File: config.mk
export PLATFORM = sky130hd
export DESIGN_NAME = uart_tx_buffer
export DESIGN_NICKNAME = d
export VERILOG_FILES = /design/src/rtl/uart_tx_buffer.sv
export SDC_FILE = /design/constraint.sdc
export NUM_CORES = 1
export LEC_CHECK = 0
export BUFFER_PORTS_ARGS = -buffer_cell sky130_fd_sc_hd__buf_2
export CORE_AREA = 5 5 95 163
export DETAILED_ROUTE_END_ITERATION = 10
export DIE_AREA = 0 0 100 168
export PLACE_DENSITY = 0.8
export SYNTH_ARGS = -nofsm -noshare
export SYNTH_HDL_FRONTEND = slang
export SYNTH_SLANG_ARGS = --single-unit
File: constraint.sdc
create_clock -name clk -period 3.9 [get_ports clk]
set_input_delay 0.585 -clock clk [delete_from_list [all_inputs] [get_ports clk]]
set_output_delay 0.585 -clock clk [all_outputs]
set_load 0.02 [all_outputs]
File: src/rtl/uart_tx_buffer.sv
// UART transmit front-end: CPU byte writes are queued in a FIFO and handed to
// tx_uart one character at a time; LSR reads report buffer-aware status.
//
// state | meaning
// IDLE  | no character in flight; pops the FIFO head when non-empty
// BUSY  | tx_uart is serializing tx_data; waits for tx_done
module uart_tx_buffer #(
  parameter int          DEPTH    = 16,
  parameter logic [31:0] TX_ADDR  = 32'h1000_0000,
  parameter logic [31:0] LSR_ADDR = 32'h1000_0005
) (
  input  logic                   clk,
  input  logic                   rst,
  input  logic                   valid,
  input  logic [31:0]            addr,
  input  logic [3:0]             wstrb,
  input  logic [31:0]            wdata,
  output logic [31:0]            rdata,
  output logic                   ready,
  output logic                   is_valid,
  input  logic                   rx_data_avail,
  output logic                   tx_start,
  output logic [7:0]             tx_data,
  input  logic                   tx_done,
  output logic [$clog2(DEPTH):0] level
);
  localparam int AW = $clog2(DEPTH);
  localparam int LW = AW + 1;

  typedef enum logic {
    IDLE = 1'b0,
    BUSY = 1'b1
  } state_t;

  state_t        state;
  state_t        state_nxt;

  logic [7:0]    mem [DEPTH];
  logic [AW-1:0] wr_ptr;
  logic [AW-1:0] rd_ptr;
  logic          fifo_empty;
  logic          fifo_full;
  logic          hit_tx;
  logic          hit_lsr;
  logic          is_write;
  logic          accept;
  logic          push;
  logic          pop;
  logic [7:0]    lsr;
  logic [31:0]   rdata_nxt;
  logic          unused_wdata;

  assign unused_wdata = ^wdata[31:8];

  assign hit_tx   = (addr == TX_ADDR);
  assign hit_lsr  = (addr == LSR_ADDR);
  assign is_valid = hit_tx | hit_lsr;
  assign is_write = |wstrb;

  assign fifo_empty = (level == '0);
  assign fifo_full  = (level == LW'(DEPTH));

  // A full FIFO still takes a TX write in the cycle the drain FSM pops.
  assign accept = valid && is_valid && !ready &&
                  !(hit_tx && is_write && fifo_full && !pop);
  assign push   = accept && hit_tx && is_write;

  assign lsr = {1'b0, fifo_empty && (state == IDLE), !fifo_full, 4'b0, rx_data_avail};

  always_comb begin
    rdata_nxt = '0;
    if (hit_lsr && !is_write) rdata_nxt = {16'b0, lsr, 8'b0};
  end

  // drain FSM: state register
  always_ff @(posedge clk or posedge rst) begin
    if (rst) state <= IDLE;
    else     state <= state_nxt;
  end

  // drain FSM: next state
  always_comb begin
    state_nxt = state;
    case (state)
      IDLE:    if (!fifo_empty) state_nxt = BUSY;
      BUSY:    if (tx_done)     state_nxt = IDLE;
      default: state_nxt = IDLE;
    endcase
  end

  // drain FSM: outputs
  always_comb begin
    pop = 1'b0;
    case (state)
      IDLE:    pop = !fifo_empty;
      default: pop = 1'b0;
    endcase
  end

  always_ff @(posedge clk or posedge rst) begin
    if (rst) begin
      wr_ptr <= '0;
      rd_ptr <= '0;
      level  <= '0;
    end else begin
      if (push) wr_ptr <= wr_ptr + AW'(1);
      if (pop)  rd_ptr <= rd_ptr + AW'(1);
      case ({push, pop})
        2'b10:   level <= level + LW'(1);
        2'b01:   level <= level - LW'(1);
        default: level <= level;
      endcase
    end
  end

  always_ff @(posedge clk) begin
    if (push) mem[wr_ptr] <= wdata[7:0];
  end

  // tx_data is loaded only on a pop, so it holds until the next character
  always_ff @(posedge clk or posedge rst) begin
    if (rst) begin
      tx_start <= 1'b0;
      tx_data  <= '0;
    end else begin
      tx_start <= pop;
      if (pop) tx_data <= mem[rd_ptr];
    end
  end

  always_ff @(posedge clk or posedge rst) begin
    if (rst) begin
      ready <= 1'b0;
      rdata <= '0;
    end else begin
      ready <= accept;
      rdata <= accept ? rdata_nxt : '0;
    end
  end

endmodule

== After elaboration in Yosys (flattened, before gate mapping) ==
Memory sizes are Yosys's and may differ from the RTL's. A register that Yosys moved wholly into a read port is not among the register bits.
Cells that the tools add are included.

* Memory bits (read-only): 0
* Word-level logic and storage cells: 47
* Input bits: 73
* Memories: 1
* Output and inout bits: 48
* Bits in latches: 0
* Register bits: 48
* Bits in writable memories: 128

{| class="wikitable"
|+ Memory list
! memory !! depth !! bits a word !! rd ports !! clocked after Yosys merged registers in !! write ports !! RTL line !! text
|-
| mem || 16 || 8 || 1 || 1 || 1 || 38 || <nowiki>logic [7:0] mem [DEPTH];</nowiki>
|}

* Reductions and logical operators: 19
* Multipliers: 0
* $add $sub $neg: 4
* Muxes and demuxes: 9
* Magnitude comparators: 0
* Equality and inequality tests: 5
* Shift operators: 0
* Bitwise logic cells: 2
* Div/mod/pow operators: 0

{| class="wikitable"
|+ Operators with widths
! kind !! count
|-
| $eq 32x29->1 const B || 2
|-
| $mux 32 || 1
|-
| $mux 15 || 1
|-
| $logic_and 1x1->1 || 10
|-
| $pmux 5 s2 || 1
|-
| $add 4x1->4 const B || 2
|-
| $logic_not 1->1 || 6
|-
| $add 5x1->5 const B || 1
|-
| $eq 5x5->1 const B || 1
|-
| $logic_not 5->1 || 1
|-
| $mux 1 || 5
|-
| $sub 5x1->5 const B || 1
|-
| $reduce_or 4->1 || 1
|-
| $eq 2x1->1 const B || 1
|-
| $eq 2x2->1 const B || 1
|-
| $pmux 1 s2 || 1
|-
| $reduce_bool 2->1 || 1
|-
| $not 1->1 || 1
|-
| $or 1x1->1 || 1
|}

== Depth between registers and ports, before layout ==
Gate-level depths: netlist (run 1).

* Depth after elaboration: 11
* Depth in mapped cells: 13
* Depth with buffers taken out: 11

== Worst setup path before layout (run 1) ==
Ideal clock, no wire load.

* Path type: input -> register
* Start: in addr[0]
* End: reg level[4]
* Buffers on the path: 1
* Cell stages on the path: 12
* Library setup time: 0.123 ns
* Arrival time: 2.895 ns
* Path slack: 0.882 ns
* Data required time: 3.777 ns
* Cells stage by stage: or2_1 > a311o_4 > nor4_4 > inv_1 > ha_1 > clkbuf_1 > xor2_1 > ha_1 > o211a_1 > o31ai_1 > a31oi_1 > xnor2_1

* Longest elaborated chain between the ends: 10
* Elaborated cells between the ends (all ways): 16
* Classes of those cells: 4 x eq/ne; 1 x mux; 1 x bitwise; 10 x reduce/logical

{| class="wikitable"
|+ RTL lines
! item !! RTL line !! text
|-
| start, declared || 15 || <nowiki>input logic [31:0] addr,</nowiki>
|-
| $eq 32x29->1 || 55 || <nowiki>assign hit_tx = (addr == TX_ADDR);</nowiki>
|-
| $logic_and 1x1->1 (3 in series) || 65 || <nowiki>!(hit_tx && is_write && fifo_full && !pop);</nowiki>
|-
| $logic_not 1->1 || 65 ||
|-
| $logic_and 1x1->1 || 64 || <nowiki>assign accept = valid && is_valid && !ready &&</nowiki>
|-
| $logic_and 1x1->1 * (2 in series) || 66 || <nowiki>assign push = accept && hit_tx && is_write;</nowiki>
|-
| $eq 2x1->1 or $eq 2x2->1 (tied branches) || 108 || <nowiki>case ({push, pop})</nowiki>
|-
| $pmux 5 s2 or $reduce_bool 2->1 (tied branches) || n/a ||
|-
| end signal, assigned || 109 || <nowiki>2'b10: level <= level + LW'(1);</nowiki>
|-
| end signal, assigned || 110 || <nowiki>2'b01: level <= level - LW'(1);</nowiki>
|-
| end signal, assigned || 111 || <nowiki>default: level <= level;</nowiki>
|-
| end, declared || 25 || <nowiki>output logic [$clog2(DEPTH):0] level</nowiki>
|}

Every way passes the cells marked *; elsewhere a longest branch is shown, timed or not.
A chain may end at the register's enable or synchronous reset.

== Worst setup path in the final report (run 1) ==
* Start: reg level[1]
* End: reg level[4]

* Longest elaborated chain between the ends: 11
* Elaborated cells between the ends (all ways): 17
* Classes of those cells: 2 x add/sub; 3 x eq/ne; 2 x mux; 10 x reduce/logical

{| class="wikitable"
|+ RTL lines
! item !! RTL line !! text
|-
| $logic_not 5->1 * || 60 || <nowiki>assign fifo_empty = (level == '0);</nowiki>
|-
| $logic_not 1->1 * || 95 || <nowiki>IDLE: pop = !fifo_empty;</nowiki>
|-
| $mux 1 * || 94 || <nowiki>case (state)</nowiki>
|-
| net pop || 48 || <nowiki>logic pop;</nowiki>
|-
| $logic_not 1->1 || 65 ||
|-
| $logic_and 1x1->1 || 65 ||
|-
| $logic_not 1->1 || 65 ||
|-
| $logic_and 1x1->1 || 64 ||
|-
| $logic_and 1x1->1 (2 in series) || 66 ||
|-
| $eq 2x1->1 or $eq 2x2->1 (tied branches) || 108 ||
|-
| $pmux 5 s2 or $reduce_bool 2->1 (tied branches) || n/a ||
|}

Mark *: on every way through the listed nets, which the timed path passes. The rest lies on a longest branch.

==> impl_results.md, run 1 <==
* Run status: completed
* Post-Syn Area per Cell at 17.9 sq um
* Core area at 0.0139 sq mm
* Number of synthesized flops with an enable pin at 128
* Post-Synthesis Cells at 381
* RSZ-0062 raised after global routing: false
* PD cells at between 600 and 700 mW/mm^2
* GPL Wtd Cong at 0.806
* CTS resizes at 0
* Worst-path cell chain: nor4_4, a21o_1, buf_4, inv_1, ha_1, xor2_1, ha_1, o211a_1, o31ai_1, a31oi_1, xnor2_1
* Synth top cells by count: 128 x edfxtp_1, 34 x buf_4, 32 x mux4_2, 27 x dfrtp_1, 12 x and4_1
* IO buf count at 67
* Post-DP HPWL at 9.29 mm
* Crit. End Element: register
* Synth Cell Area at roughly 0.0068 sq mm
* Setup violators final at 0
* Drt wl/cell at 20.8 um
* Max Slew Vio Count at 0
* Iteration-0 DRC Markers at 298
* FP Rows at 57
* Area delta synth->final at 14.3%
* CTS Buf Count at 17
* Vias post-DR at 3603
* Slowest Stage Delay on Critical Path at 0.48 ns
* Setup TNS at 0 ns
* Fin crit share at roughly four fifths
* TritonRoute pass-1 iters at 5
* Clk_lat worst skew at 0.41 ns
* Die height at 168 um
* F_max at 324 MHz
* Crit start category: register
* Pleak at just under 0.003 uW
* Crit-path slowest cell: dfrtp_1
* Cell mode on critical path: ha_1
* First-pass GRT wire length at 21.3 mm
* Max_cap viols at 0
* CTS tree: yes
* Clock buffer depth at 2
* Initial antenna violation count at 0
* Root Buffer: clkbuf_16
* H-tree level count at 4
* Worst R2R End: level[4]
* R2R cell count at 11
* Antenna Cells at 0
* GR Util All Layers at 16.9%
* Max VDD drop at 0.465 mV
* Largest net degree at the start of global routing at 28
* Clk sinks at about 160
* Min-delay worst type: input pin to register
* Top post-synthesis cells by area: edfxtp_1 57%, mux4_2 11%, dfrtp_1 9.9%
* Arrival time of the worst setup path at 3.37 ns
* Hold_buf cts at 0
* Layout cells sized above 1 at 33.7%
* Post-synth top area share at 56.5%
* Unique masters post-synth at 48
* I/O pin total at 121
* Clk slew on worst S/H paths at around 0.06 ns
* Launch point of the worst reg-to-reg path: level[1]
* GRT overflow at 0
* Vias in the first global route at a little under 4k
* Slack of the worst reg-to-reg path at 0.82 ns
* Async set-reset flop share out of synthesis at 17.4%
* Post-CTS setup buffer count at 0
* Placed Cells at 608
* Die area at approximately 0.017 sq mm
* Post-synth top area cell: edfxtp_1
* Final wirelength at 13.3 mm
* Starting Density at 48.9%
* Cell with the most instances after synthesis: edfxtp_1
* Final ANT Viol Nets at 0
* Rel. slew slack at between 20 and 30%
* Post-layout minimum cycle time at 3.08 ns
* Crit Path Max Fanout at 20
* Worst slew pin tran at 1.05 ns
* Worst Min Path Start: tx_done
* Fin cells at 640
* Hold EP: state
* Top_reg_cell synth: edfxtp_1
* Setup CP Type: register to register
* WP data required at roughly 4.2 ns
* Seq/Total Area, Yosys at 66.4%
* Hold Path Depth at 2
* Synth Warn # at 0
* Final Hold Fails at 0
* Yosys reg bits at 155
* Routed vias/inst at around 5.6
* Die width at 100 um
* Clk_skew at 0.00806 ns
* Final nets at 532
* DRC viols at 0
-- sequential cells by signal (all words and copies together), names as in the netlist --
register / count
level: 5
tx_data: 8
state: 1
rdata: 3
ready: 1
mem: 128
tx_start: 1
wr_ptr: 4
rd_ptr: 4
-- cells in the final DEF (no fill, tap or decap), drive strengths merged, types with 4 or more instances in the layout --
cell and count:
a211oi 9, a21o 10, a21oi 5, and2 5
and4 12, buf 71, clkbuf 19, clkinv 5
clkinvlp 4, conb 29, dfrtp 27, edfxtp 128
ha 9, inv 8, mux2i 8, mux4 32
nand2 8, nor2 6, nor2b 4, nor4 11
o22ai 8, xnor2 5, xor2 6
-- cells by family (layout without fill, tap and decap cells) --
group | after synthesis | after routing | share of synthesized area [%]
and+or+nand+nor | 66 | 66 | 8.46
buffers and inverters | 56 | 110 | 5.56
other | 1 | 29 | 0.0551
muxes | 42 | 42 | 12.1
adders and majority gates | 9 | 9 | 1.66
AOI/OAI and AO/OA | 41 | 41 | 4.30
DFF | 155 | 155 | 66.4
xor gates and xnor gates | 11 | 11 | 1.42
-- report_power, final --
part | internal (uW) | switching (uW)
Combinational | 575 | 578
Sequential | 1880 | 205
Clock | 1040 | 643
Total | 3500 | 1430
-- per-stage QoR --
stage	total power, uW	setup slack (ns)	util (%)	cell area [sq um]	hold slack, ns
6_report	4930	0.816	55.9	7770	0.355
5_1_grt	5160	0.593	55.9	7770	0.355
4_1_cts	4970	0.828	55.9	7770	0.337
3_5_place_dp	3280	0.552	51.4	7150	0.461
3_3_place_gp	3230	0.654	51.4	7150	0.461
2_1_floorplan	3020	0.882	-	6910	0.490
-- layout make-up --
class                   instances  area, sq um
clock inverters                13          168
flip-flops and latches        155         4520
inverters                       7         26.3
multi-input cells             198         2010
well taps                     177          221
clock buffers                  19          453
repair buffers                 71          378
fillers                      1033         6130
-- critical path, delay by kind of cell, from the launching register on --
| kind | cells | cell delay (ns) |
|---|---|---|
| adder cells (fa/ha/maj) | 2 | 0.55 |
| flip-flops | 1 | 0.48 |
| AND/OR/NAND/NOR | 1 | 0.44 |
| AO/OA/AOI/OAI | 4 | 0.72 |
| buffers and inverters | 2 | 0.41 |
| XOR/XNOR | 2 | 0.36 |
-- how the worst max path moves through the flow --
stage | from | endpoint | slack, ns | cells past startpoint
after floorplan | addr[0] | level[4] | 0.88 | 12
after global placement | addr[3] | level[4] | 0.65 | 12
after detailed placement | addr[3] | level[4] | 0.55 | 12
after CTS | level[1] | level[4] | 0.83 | 11
after global routing | level[1] | level[4] | 0.59 | 11
final | level[1] | level[4] | 0.82 | 11
-- layer usage --
layer | track usage (%) | vias to the layer above | share of wire [%]
li1 | - | 1593 | -
met1 | 19.4 | 1809 | 36
met2 | 30.0 | 174 | 54
met3 | 3.93 | 27 | 6.7
met4 | 6.86 | 0 | 2.7
met5 | 0 | - | 0
No activity file was read; power rests on OpenSTA's default activity.
==> run 2, diff against run 1 <==
--- a/config.mk
+++ b/config.mk
@@ -5,10 +5,11 @@
 export SDC_FILE = /design/constraint.sdc
 export NUM_CORES = 1
 export LEC_CHECK = 0
+export ABC_AREA = 1
 export BUFFER_PORTS_ARGS = -buffer_cell sky130_fd_sc_hd__buf_2
-export CORE_AREA = 5 5 95 163
+export CORE_AREA = 5 5 95 164
 export DETAILED_ROUTE_END_ITERATION = 10
-export DIE_AREA = 0 0 100 168
+export DIE_AREA = 0 0 100 169
 export PLACE_DENSITY = 0.8
 export SYNTH_ARGS = -nofsm -noshare
 export SYNTH_HDL_FRONTEND = slang
==> constraint.sdc (replaced) <==
create_clock -name clk -period 2.9 [get_ports clk]
set_input_delay 0.435 -clock clk [delete_from_list [all_inputs] [get_ports clk]]
set_output_delay 0.435 -clock clk [all_outputs]
set_load 0.02 [all_outputs]
==> run 2 against run 1 <==
Compared with the run above: first-iteration DRC count is 29% higher; global-route usage is 2.1 points higher; largest power group unchanged; core utilization is 0.88 points higher; largest cell class unchanged; area after synthesis is 1.4% higher; highest routed layer unchanged.
==> impl_results.md, run 2 <==
* Antenna Cells at 0 (unchanged)
* Cell with the most instances after synthesis: nor2_1
* Crit start category: register
* CTS tree: yes
* Die height at 169 um (+0.60%)
* IO buf count at 67 (unchanged)
* Final Hold Fails at 0 (unchanged)
* CTS resizes at 0 (unchanged)
* Most common cell after layout, fill and taps aside: nor2_1
* Synth Warn # at 0 (unchanged)
* Place WS at -0.0301 ns (-0.582 ns)
* Final wirelength at 15.7 mm (+18%)
* Max VDD drop at 0.713 mV (+53%)
* Post-Synthesis Cells at 615 (+61%)
* Post-Syn Area per Cell at 11.2 sq um (-37%)
* Synth top cells by count: 157 x nor2_1, 128 x edfxtp_1, 50 x o21ai_0, 49 x nand2_1, 32 x buf_4
* GR Util All Layers at 19.0% (+2.1 points)
* Number of cells on the critical path at 16 (+5)
* Post-route setup slack at 0.270 ns (-0.546 ns)
* Clk sinks at 155 (unchanged)
* Arrival time of the worst setup path at 2.93 ns (-0.44 ns)
* Vias in the first global route at 4834 (+25%)
* I/O pin total at 121 (unchanged)
* H-tree level count at 4 (unchanged)
* Synth Cell Area at 0.00690 sq mm (+1.4%)
* Largest net degree at the start of global routing at 66 (+140%)
* Crit. End Element: register
* First-pass GRT wire length at 24.2 mm (+13%)
* Post-synth top area share at 55.7% (-0.80 points)
* Setup CP Type: register to register
* Clock buffer depth at 2 (unchanged)
* Iteration-0 DRC Markers at 385 (+29%)
* RSZ-0062 raised after global routing: false
* Die width at 100 um (unchanged)
* Hold_buf cts at 0 (unchanged)
* Post-synth top area cell: edfxtp_1
* Number of synthesized flops with an enable pin at 128 (unchanged)
* Clk_skew at 0.0107 ns (+0.00260 ns)
* Pleak at 0.00308 uW (+5.9%)
* F_max at 380 MHz (+17%)
* Root Buffer: clkbuf_16
* CTS Buf Count at 17 (unchanged)
* Worst slew pin tran at 0.605 ns (-0.447 ns)
* Setup TNS at 0 ns (unchanged)
* Max Slew Vio Count at 0 (unchanged)
* Most used cells in the layout excluding fill and tap cells: 157 x nor2_1, 128 x edfxtp_1, 67 x buf_2
* Layout cells sized above 1 at 20.1% (-14 points)
* Rel. slew slack at 59.7% (+30 points)
* Slack of the worst reg-to-reg path at 0.27 ns (-0.55 ns)
* Seq/Total Area, Yosys at 65.5% (-0.94 points)
* Min-delay worst type: input pin to async pin
* Worst R2R End: level[4]
* Final nets at 784 (+47%)
* Placed cell area at 0.00747 sq mm (+4.4%)
* Worst setup path start: level[0]
* CP bufs+invs at 2 (unchanged)
* Final ANT Viol Nets at 0 (unchanged)
* Run status: completed
* Max reg flops at 128 (unchanged)
* Top_reg_cell synth: edfxtp_1
* Post-DP HPWL at 10.9 mm (+17%)
* Core area at 0.0142 sq mm (+1.8%)
* Slowest Stage Delay on Critical Path at 0.45 ns (-0.03 ns)
* Starting Density at 48.8% (-0.15 points)
* Area delta synth->final at 16.5%
* Overall power at 7270 uW (+47%)
* FP Rows at 58 (+1.8%)
* Initial antenna violation count at 0 (unchanged)
* Worst-path cell chain: nor2_1, nand3_1, nor2_1, nand4_1, nand2_2, inv_2, nand2_1, ha_1, buf_4, xor2_1, nand2_1, nand2_1, a21oi_1, xor2_1, nand2_1, nand2_1
* Setup violators final at 0 (unchanged)
* TritonRoute pass-1 iters at 5 (unchanged)
* Top reg by flops: mem
* Clk_lat worst skew at 0.41 ns (about the same)
* Yosys reg bits at 155 (unchanged)
* Drt wl/cell at 17.5 um (-16%)
* R2R cell count at 16 (+5)
* Crit-path slowest cell: dfrtp_1
* Max_cap viols at 0 (unchanged)
* Critical path's top delay family: simple AND/OR/NAND/NOR gates
* Vias post-DR at 4840 (+34%)
* GRT overflow at 0 (unchanged)
* Routed vias/inst at 5.41 (-3.9%)
* Largest regs: mem x128, tx_data x8, level x5
* WP data required at 3.20 ns (-0.98 ns)
* Clk slew on worst S/H paths at 0.06 ns (about the same)
* Post-CTS setup buffer count at 0 (unchanged)
* Fin crit share at 90.7% (+12 points)
* Die area at 0.0169 sq mm (+0.60%)
* Crit Path Max Fanout at 5 (-75%)
* GPL Wtd Cong at 0.869 (+7.9%)
* Cell mode on critical path: nand2_1
* Unique masters post-synth at 33 (-31%)
* DRC viols at 0 (unchanged)
* Async set-reset flop share out of synthesis at 17.4% (unchanged)
* Launch point of the worst reg-to-reg path: level[0]
* Top post-synthesis cells by area: edfxtp_1 56%, dfrtp_1 9.8%, nor2_1 8.5%
* PD cells at 904 mW/mm^2 (+43%)
* Crit path capture: level[4]
* Post-layout minimum cycle time at 2.63 ns (-0.454 ns)
* Final Instance Area at 0.00804 sq mm (+3.4%)
-- run 2: cells by family (layout without fill, tap and decap cells) --
| family | Yosys count | count (layout) | share of synthesized area [%] |
|---|---|---|---|
| AND/OR/NAND/NOR | 250 | 250 | 15.9 |
| buffers and inverters | 79 | 151 | 6.33 |
| adder cells (fa/ha/maj) | 9 | 9 | 1.63 |
| other | 1 | 29 | 0.0544 |
| XOR/XNOR | 10 | 10 | 1.27 |
| flip-flops | 155 | 155 | 65.5 |
| AO/OA/AOI/OAI | 111 | 111 | 9.36 |
-- run 2: per-layer routing --
layer,GRT usage [%],wire (um),up-vias
li1,-,-,2259
met1,18.9,5300,2309
met2,34.8,8320,227
met3,4.04,1020,45
met4,12.5,1050,0
met5,0,0,-
-- run 2: metrics by stage --
stage / instances / util, % / hold slack (ns)
after CTS: 895 / 56.8 / 0.0947
final: 895 / 56.8 / 0.0947
after global placement: 863 / 52.8 / 0.467
after floorplan: 643 / - / 0.488
after detailed placement: 863 / 52.8 / 0.468
after global routing: 895 / 56.8 / 0.116
-- run 2: area by class of cell --
class,instances,area [sq um]
fill,1110,6110
sequential,155,4520
multi-input combinational,409,2050
timing repair buffer,95,583
clock buffer,20,447
tap,180,225
clock inverter,12,124
inverter,24,90.1
-- run 2: worst reg2reg max path, cell delays in order (launching register included) --
cell	delay [ns]
dfrtp_1	0.45
nor2_1	0.13
nand3_1	0.12
nor2_1	0.23
nand4_1	0.14
nand2_2	0.12
inv_2	0.04
nand2_1	0.09
ha_1	0.19
buf_4	0.14
xor2_1	0.29
nand2_1	0.15
nand2_1	0.09
a21oi_1	0.07
xor2_1	0.15
nand2_1	0.06
nand2_1	0.05
-- run 2: worst min path at each step --
stage	end	slack (ns)	cells after the start
after global routing	rd_ptr[0]	0.12	3
after global placement	tx_data[3]	0.47	2
final	level[0]	0.09	3
after floorplan	level[0]	0.49	1
after detailed placement	tx_data[3]	0.47	2
after CTS	level[1]	0.09	3
-- run 2: power by group --
group	leakage (uW)	internal [uW]	switching [uW]
Clock	0.000264	1280	833
Sequential	0.00147	2560	187
Combinational	0.00134	829	1580
